--- src/rtl/pc_sequencer.sv ---
// -----------------------------------------------------------------------------
// pc_sequencer
//   Fetch program-counter sequencer for the SiMPLE pipeline and multicycle
//   cores. Holds the architectural fetch PC, advances it sequentially, takes
//   trap and branch/jump redirects, runs a debug halt/resume state machine, and
//   flags misaligned redirect targets for the CSR/trap logic.
//
// Optional feature (compile-time macro): PC_COMPRESSED_EN
//   Defined   : 16-bit instructions supported. Step is 2 when compressed=1,
//               alignment is checked on bit [0] only, traps clear bit [0].
//   Undefined : compressed is ignored. Step is always 4, alignment is checked
//               on bits [1:0], traps clear bits [1:0].
//
// Parameters
//   XLEN              PC width in bits (>= 8)
//   RESET_PC          PC loaded on reset (truncated to XLEN)
//   RESET_WAIT_CYCLES cycles spent in WAIT after reset before fetch (0..255)
//
// Ports
//   clock            in   core clock, rising edge
//   reset            in   asynchronous active-high reset
//   write_enable     in   advance PC sequentially (low = stall)
//   redirect_valid   in   branch/jump target valid
//   redirect_pc      in   branch/jump target
//   trap_valid       in   trap/interrupt entry request
//   trap_pc          in   trap vector
//   halt_req         in   debug halt request (honoured in RUN)
//   resume_req       in   debug resume request (honoured in HALT)
//   compressed       in   current instruction is 16-bit (optional feature only)
//   pc               out  current fetch PC
//   pc_seq           out  pc + step, combinational, modulo 2^XLEN
//   fetch_valid      out  high only in RUN
//   halted           out  high only in HALT
//   misaligned       out  one-cycle pulse on a rejected redirect
//   misaligned_addr  out  last rejected redirect target
// -----------------------------------------------------------------------------
module pc_sequencer #(
  parameter int              XLEN              = 32,
  parameter logic [XLEN-1:0] RESET_PC          = 'h0040_0000,
  parameter int              RESET_WAIT_CYCLES = 2
) (
  input  logic            clock,
  input  logic            reset,
  input  logic            write_enable,
  input  logic            redirect_valid,
  input  logic [XLEN-1:0] redirect_pc,
  input  logic            trap_valid,
  input  logic [XLEN-1:0] trap_pc,
  input  logic            halt_req,
  input  logic            resume_req,
  input  logic            compressed,
  output logic [XLEN-1:0] pc,
  output logic [XLEN-1:0] pc_seq,
  output logic            fetch_valid,
  output logic            halted,
  output logic            misaligned,
  output logic [XLEN-1:0] misaligned_addr
);

  typedef enum logic [1:0] {
    ST_WAIT = 2'd0,
    ST_RUN  = 2'd1,
    ST_HALT = 2'd2
  } state_t;

`ifdef PC_COMPRESSED_EN
  // Half-word granularity: only bit [0] must be clear.
  localparam logic [XLEN-1:0] LOW_BITS = XLEN'(1);
`else
  // Word granularity: bits [1:0] must be clear.
  localparam logic [XLEN-1:0] LOW_BITS = XLEN'(3);
`endif

  state_t          r_state;
  logic [7:0]      r_wait_cnt;
  logic [XLEN-1:0] r_pc;
  logic            r_fetch_valid;
  logic            r_halted;
  logic            r_misaligned;
  logic [XLEN-1:0] r_misaligned_addr;

  logic [XLEN-1:0] w_step;
  logic [XLEN-1:0] w_pc_seq;
  logic [XLEN-1:0] w_trap_target;
  logic            w_redirect_bad;

`ifdef PC_COMPRESSED_EN
  assign w_step = compressed ? XLEN'(2) : XLEN'(4);
`else
  // compressed has no effect in this build; tie it off so it is visibly unused.
  logic w_unused_compressed;
  assign w_unused_compressed = compressed;
  assign w_step = XLEN'(4);
`endif

  // Natural XLEN-bit wrap gives pc_seq = 0 at the top of the address space.
  assign w_pc_seq       = r_pc + w_step;
  assign w_trap_target  = trap_pc & ~LOW_BITS;
  assign w_redirect_bad = |(redirect_pc & LOW_BITS);

  always_ff @(posedge clock or posedge reset) begin
    if (reset) begin
      r_state           <= ST_WAIT;
      r_wait_cnt        <= 8'(RESET_WAIT_CYCLES);
      r_pc              <= RESET_PC;
      r_fetch_valid     <= 1'b0;
      r_halted          <= 1'b0;
      r_misaligned      <= 1'b0;
      r_misaligned_addr <= '0;
    end else begin
      // The misalignment flag is a pulse; only a rejected redirect re-arms it.
      r_misaligned <= 1'b0;
      case (r_state)
        ST_WAIT: begin
          if (r_wait_cnt == 8'd0) begin
            r_state       <= ST_RUN;
            r_fetch_valid <= 1'b1;
          end else begin
            r_wait_cnt <= r_wait_cnt - 8'd1;
          end
        end

        ST_RUN: begin
          if (trap_valid) begin
            r_pc <= w_trap_target;
          end else if (redirect_valid) begin
            if (w_redirect_bad) begin
              // Reject the target: keep fetching from the current PC and let
              // the trap logic decide what to do with the captured address.
              r_misaligned      <= 1'b1;
              r_misaligned_addr <= redirect_pc;
            end else begin
              r_pc <= redirect_pc;
            end
          end else if (write_enable) begin
            r_pc <= w_pc_seq;
          end
          // Halt takes effect after this edge's PC update has been applied.
          if (halt_req) begin
            r_state       <= ST_HALT;
            r_fetch_valid <= 1'b0;
            r_halted      <= 1'b1;
          end
        end

        ST_HALT: begin
          // Trap still vectors the PC so debug entry can steer fetch.
          if (trap_valid) begin
            r_pc <= w_trap_target;
          end
          if (resume_req) begin
            r_state       <= ST_RUN;
            r_fetch_valid <= 1'b1;
            r_halted      <= 1'b0;
          end
        end

        default: begin
          r_state       <= ST_WAIT;
          r_wait_cnt    <= 8'(RESET_WAIT_CYCLES);
          r_fetch_valid <= 1'b0;
          r_halted      <= 1'b0;
        end
      endcase
    end
  end

  assign pc              = r_pc;
  assign pc_seq          = w_pc_seq;
  assign fetch_valid     = r_fetch_valid;
  assign halted          = r_halted;
  assign misaligned      = r_misaligned;
  assign misaligned_addr = r_misaligned_addr;

endmodule

--- config.mk ---
export PLATFORM = sky130hd
export DESIGN_NAME = pc_sequencer
export DESIGN_NICKNAME = d
export VERILOG_FILES = /design/src/rtl/pc_sequencer.sv
export SDC_FILE = /design/constraint.sdc
export NUM_CORES = 1
export LEC_CHECK = 0
export CAP_MARGIN = 30
export CELL_PAD_IN_SITES_DETAIL_PLACEMENT = 1
export CELL_PAD_IN_SITES_GLOBAL_PLACEMENT = 1
export CORE_MARGIN = 5
export CORE_UTILIZATION = 25
export CTS_CLUSTER_DIAMETER = 100
export DETAILED_ROUTE_END_ITERATION = 6
export PLACE_DENSITY_LB_ADDON = 0.08
export SLEW_MARGIN = 15
export SYNTH_ARGS = -nofsm -noshare
export SYNTH_HDL_FRONTEND = slang
export SYNTH_SLANG_ARGS = --single-unit
--- constraint.sdc ---
create_clock -name clock -period 3 [get_ports clock]
set_input_delay 0.6 -clock clock [delete_from_list [all_inputs] [get_ports clock]]
set_output_delay 0.6 -clock clock [all_outputs]
set_load 0.05 [all_outputs]
==> key figures <==
Clocking
  – CTS tree: done
  – Clk Latency, worst-skew pair: 0.35 ns
  – Clock transition at the registers of the reported paths: 0.06 ns
  – Clock sink count: 77
  – Hold buffer count at CTS: 0
  – Htree depth: 3
  – Num CTS Buffers: 9
  – Clock root cell: clkbuf_16
  – Clk buf depth: 2

STA
  – Final Critical Period: 2.928 ns
  – Peak Freq: 0.3416 GHz
  – Final setup viols: 0
  – Fin. Hold Viols: 0
  – Final Max Slew Viols: 0
  – RSZ-0062 raised after global routing: true
  – Final Cycle Share: 97.58%
  – Worst-margin pin slew: 0.5960 ns
  – Final clock skew: 0.007685 ns
  – Worst slew margin: 60.22%

Setup path
  – CP Data Required Time: 2.40 ns
  – CP bufs+invs: 1
  – Critical Path Sink Type: output port
  – Critical Path Fanout Max: 5
  – Slowest cell on the critical path: or4_4
  – Worst setup SP type: register
  – CP delay by family, top: simple AND/OR/NAND/NOR gates
  – CP cell instances: ha_2 -> nand3_2 -> or4_4 -> or3_4 -> nand2_2 -> buf_12
  – CP max stage delay: 0.60 ns
  – Critical path type: reg -> out
  – CP arrival: 2.33 ns

Logic synthesis
  – Yosys warnings: 0
  – Synth area leader: dfrtp_1
  – Cells taking the most area after synthesis: dfrtp_1 42%, mux2_2 8.4%, a21oi_1 4.2%
  – Netlist cell types: 52
  – Post-synthesis net count: 538
  – Fraction of registers with async set/reset: 100.0%
  – Seq cells post-synth: 77
  – Seq/Total Area, Yosys: 43.65%
  – Cell Area, Synth: 4420 um2
  – Dominant cell by count in the synthesized netlist: dfrtp_1
  – Post-synth top area share: 42.46%
  – Main synth FF type: dfrtp_1
  – Syn Area/Cell: 9.652 um2
  – Synth Instances: 458
  – Top cells by count, synth: 75 x dfrtp_1, 37 x a21oi_1, 33 x mux2_2
  – Post-synth EDFFs: 0

Route
  – Vias per std cell: 4.950
  – Router iterations before antenna repair: 4
  – Routed Antenna Nets: 0
  – Final wirelength: 17440 um
  – Vias: 4277
  – First-iteration detailed-routing DRC count: 136
  – Routed WL per cell: 20.18 um
  – Number of remaining DRC errors: 0

Floorplanning
  – Width of the die: 143.0 um
  – Die Footprint: 20440 um2
  – Chip Height: 143.0 um
  – Core Rows: 48
  – Num ports: 171
  – Starting Density: 25.56%
  – Core Area: 17300 um2

Global route
  – Largest net degree at the start of global routing: 51
  – Vias in the first global route: 4762
  – Initial antenna violation count: 0
  – Gr usage total: 17.13%
  – Congestion Overflow GR: 0
  – First-pass GRT wire length: 26950 um

Power and ir drop
  – Logic pwr share: 67.1%
  – P per Cell Area: 1365 nW/um2
  – Post-layout total power: 9.588 mW
  – Peak supply drop: 0.6106 mV
  – Leak Pwr: 2.913 nW
  – Sw Share: 53.07%
  – Clock share of power: 11.3%
  – Psw: 5.088 mW
  – Internal power: 4.500 mW
  – Reg power frac: 21.6%

Final layout
  – ANT cells: 0
  – Layout cell share with drive strength beyond 1: 22.22%
  – Layout Nets: 714
  – Non-filler instance count after layout: 864
  – Area Overhead vs Synth: 58.93%

Status
  – Status: finished clean

Worst hold path
  – Hold WC Path Type: reg -> reg

Placement
  – Port Buffers: 167
  – Dpl hpwl: 13250 um
  – RD Place Congestion: 0.7637
  – Placed Cells: 844

Job
  – Max-capacitance violation count: 0
==> state kept, by name, summed over array words and instances, names as in the netlist <==
register         count
fetch_valid          1
halted               1
misaligned           1
misaligned_addr     32
pc                  32
r_state              2
r_wait_cnt           8
==> final timing paths <==
check,cells past startpoint,startpoint,endpoint,slack [ns]
max in group asynchronous,3,reset,r_wait_cnt[1]$_DFFE_PP1P_,1.65
hold / removal,2,fetch_valid$_DFFE_PP0P_,fetch_valid$_DFFE_PP0P_,0.48
hold reg to reg,2,fetch_valid$_DFFE_PP0P_,fetch_valid$_DFFE_PP0P_,0.48
min in group asynchronous,2,reset,misaligned_addr[11]$_DFFE_PP0P_,0.62
setup reg to reg,5,r_state[0]$_DFFE_PP0P_,r_wait_cnt[6]$_DFFE_PP0P_,0.84
setup / recovery,6,pc[2]$_DFFE_PP0P_,pc_seq[22],0.07
==> cells by family (layout without fill, tap and decap cells) <==
family	Yosys count	after routing	share of synthesized area, %
adder cells (fa/ha/maj)	8	8	2.264
XOR/XNOR	24	24	4.755
buffers and inverters	49	230	4.358
AO/OA/AOI/OAI	127	127	18.37
multiplexers	42	42	10.44
AND/OR/NAND/NOR	131	131	16.16
flip-flops	77	77	43.65
==> per-layer routing <==
metal	global-route usage [%]	vias up	wire length [um]
met2	29.15	125	8577
met3	4.454	15	1180
met1	21.31	2117	7457
li1	-	2020	-
met4	5.253	0	223
met5	0	-	0
==> power by group through the flow <==
stage / clock, mW / sequential (mW) / combinational (mW)
final: 1.08 / 2.07 / 6.44
after global routing: 1.17 / 2.15 / 6.81
after CTS: 1.12 / 2.07 / 6.50
after detailed placement: 0 / 2.08 / 6.47
after global placement: 0 / 2.04 / 6.42
after floorplan: 0 / 3.52 / 2.57
==> worst register-to-register path, delay by kind of cell (launching register included) <==
family / cells / cell delay (ns)
adders and majority gates: 1 / 0.54
DFF: 1 / 0.42
and+or+nand+nor: 3 / 1.06
buffers and inverters: 1 / 0.08
==> cell usage in the layout, fill, tap and decap left out, types with 10 or more instances in the layout <==
cell type | netlist | routed
nor2_1 | 28 | 27
a21oi_1 | 37 | 37
o21ai_0 | 30 | 30
dfrtp_2 | 0 | 11
dfrtp_1 | 75 | 64
nor3_1 | 10 | 10
clkdlybuf4s50_1 | 0 | 142
nand3_1 | 10 | 10
a32oi_1 | 11 | 11
mux2_2 | 33 | 33
buf_4 | 2 | 37
inv_1 | 18 | 17
nand2_1 | 25 | 24
buf_12 | 0 | 15
nand4_1 | 11 | 11
==> stage by stage <==
step / utilization (%) / setup TNS [ns] / hold WS (ns) / setup slack [ns] / instance area, um2
after CTS: 40.42 / 0 / 0.4930 / 0.005007 / 6992
after detailed placement: 38.61 / 0 / 0.4790 / 0.2291 / 6678
after global routing: 40.62 / -0.006516 / 0.5182 / -0.004791 / 7025
final: 40.62 / 0 / 0.4819 / 0.07246 / 7025
after global placement: 38.61 / 0 / 0.4779 / 0.2403 / 6678
after floorplan: - / -0.2127 / 0.4534 / -0.1359 / 4517
==> layout make-up <==
cell class	instances	area, um2
Clock buffer	15	277.8
Clock inverter	1	5.005
Fill cell	1953	10270
Inverter	19	72.57
Multi-Input combinational cell	332	2437
Sequential cell	77	1943
Tap cell	225	281.5
Timing Repair Buffer	195	2008
==> timing repair <==
action / 4_1_cts / 5_1_grt
setup buffers: 3 / 1
endpoints found under the setup margin: 4 / 8
gates cloned: 0 / 0
resized for setup: 4 / 11
pin swaps: 2 / 2
No activity file was read; power rests on OpenSTA's default activity.
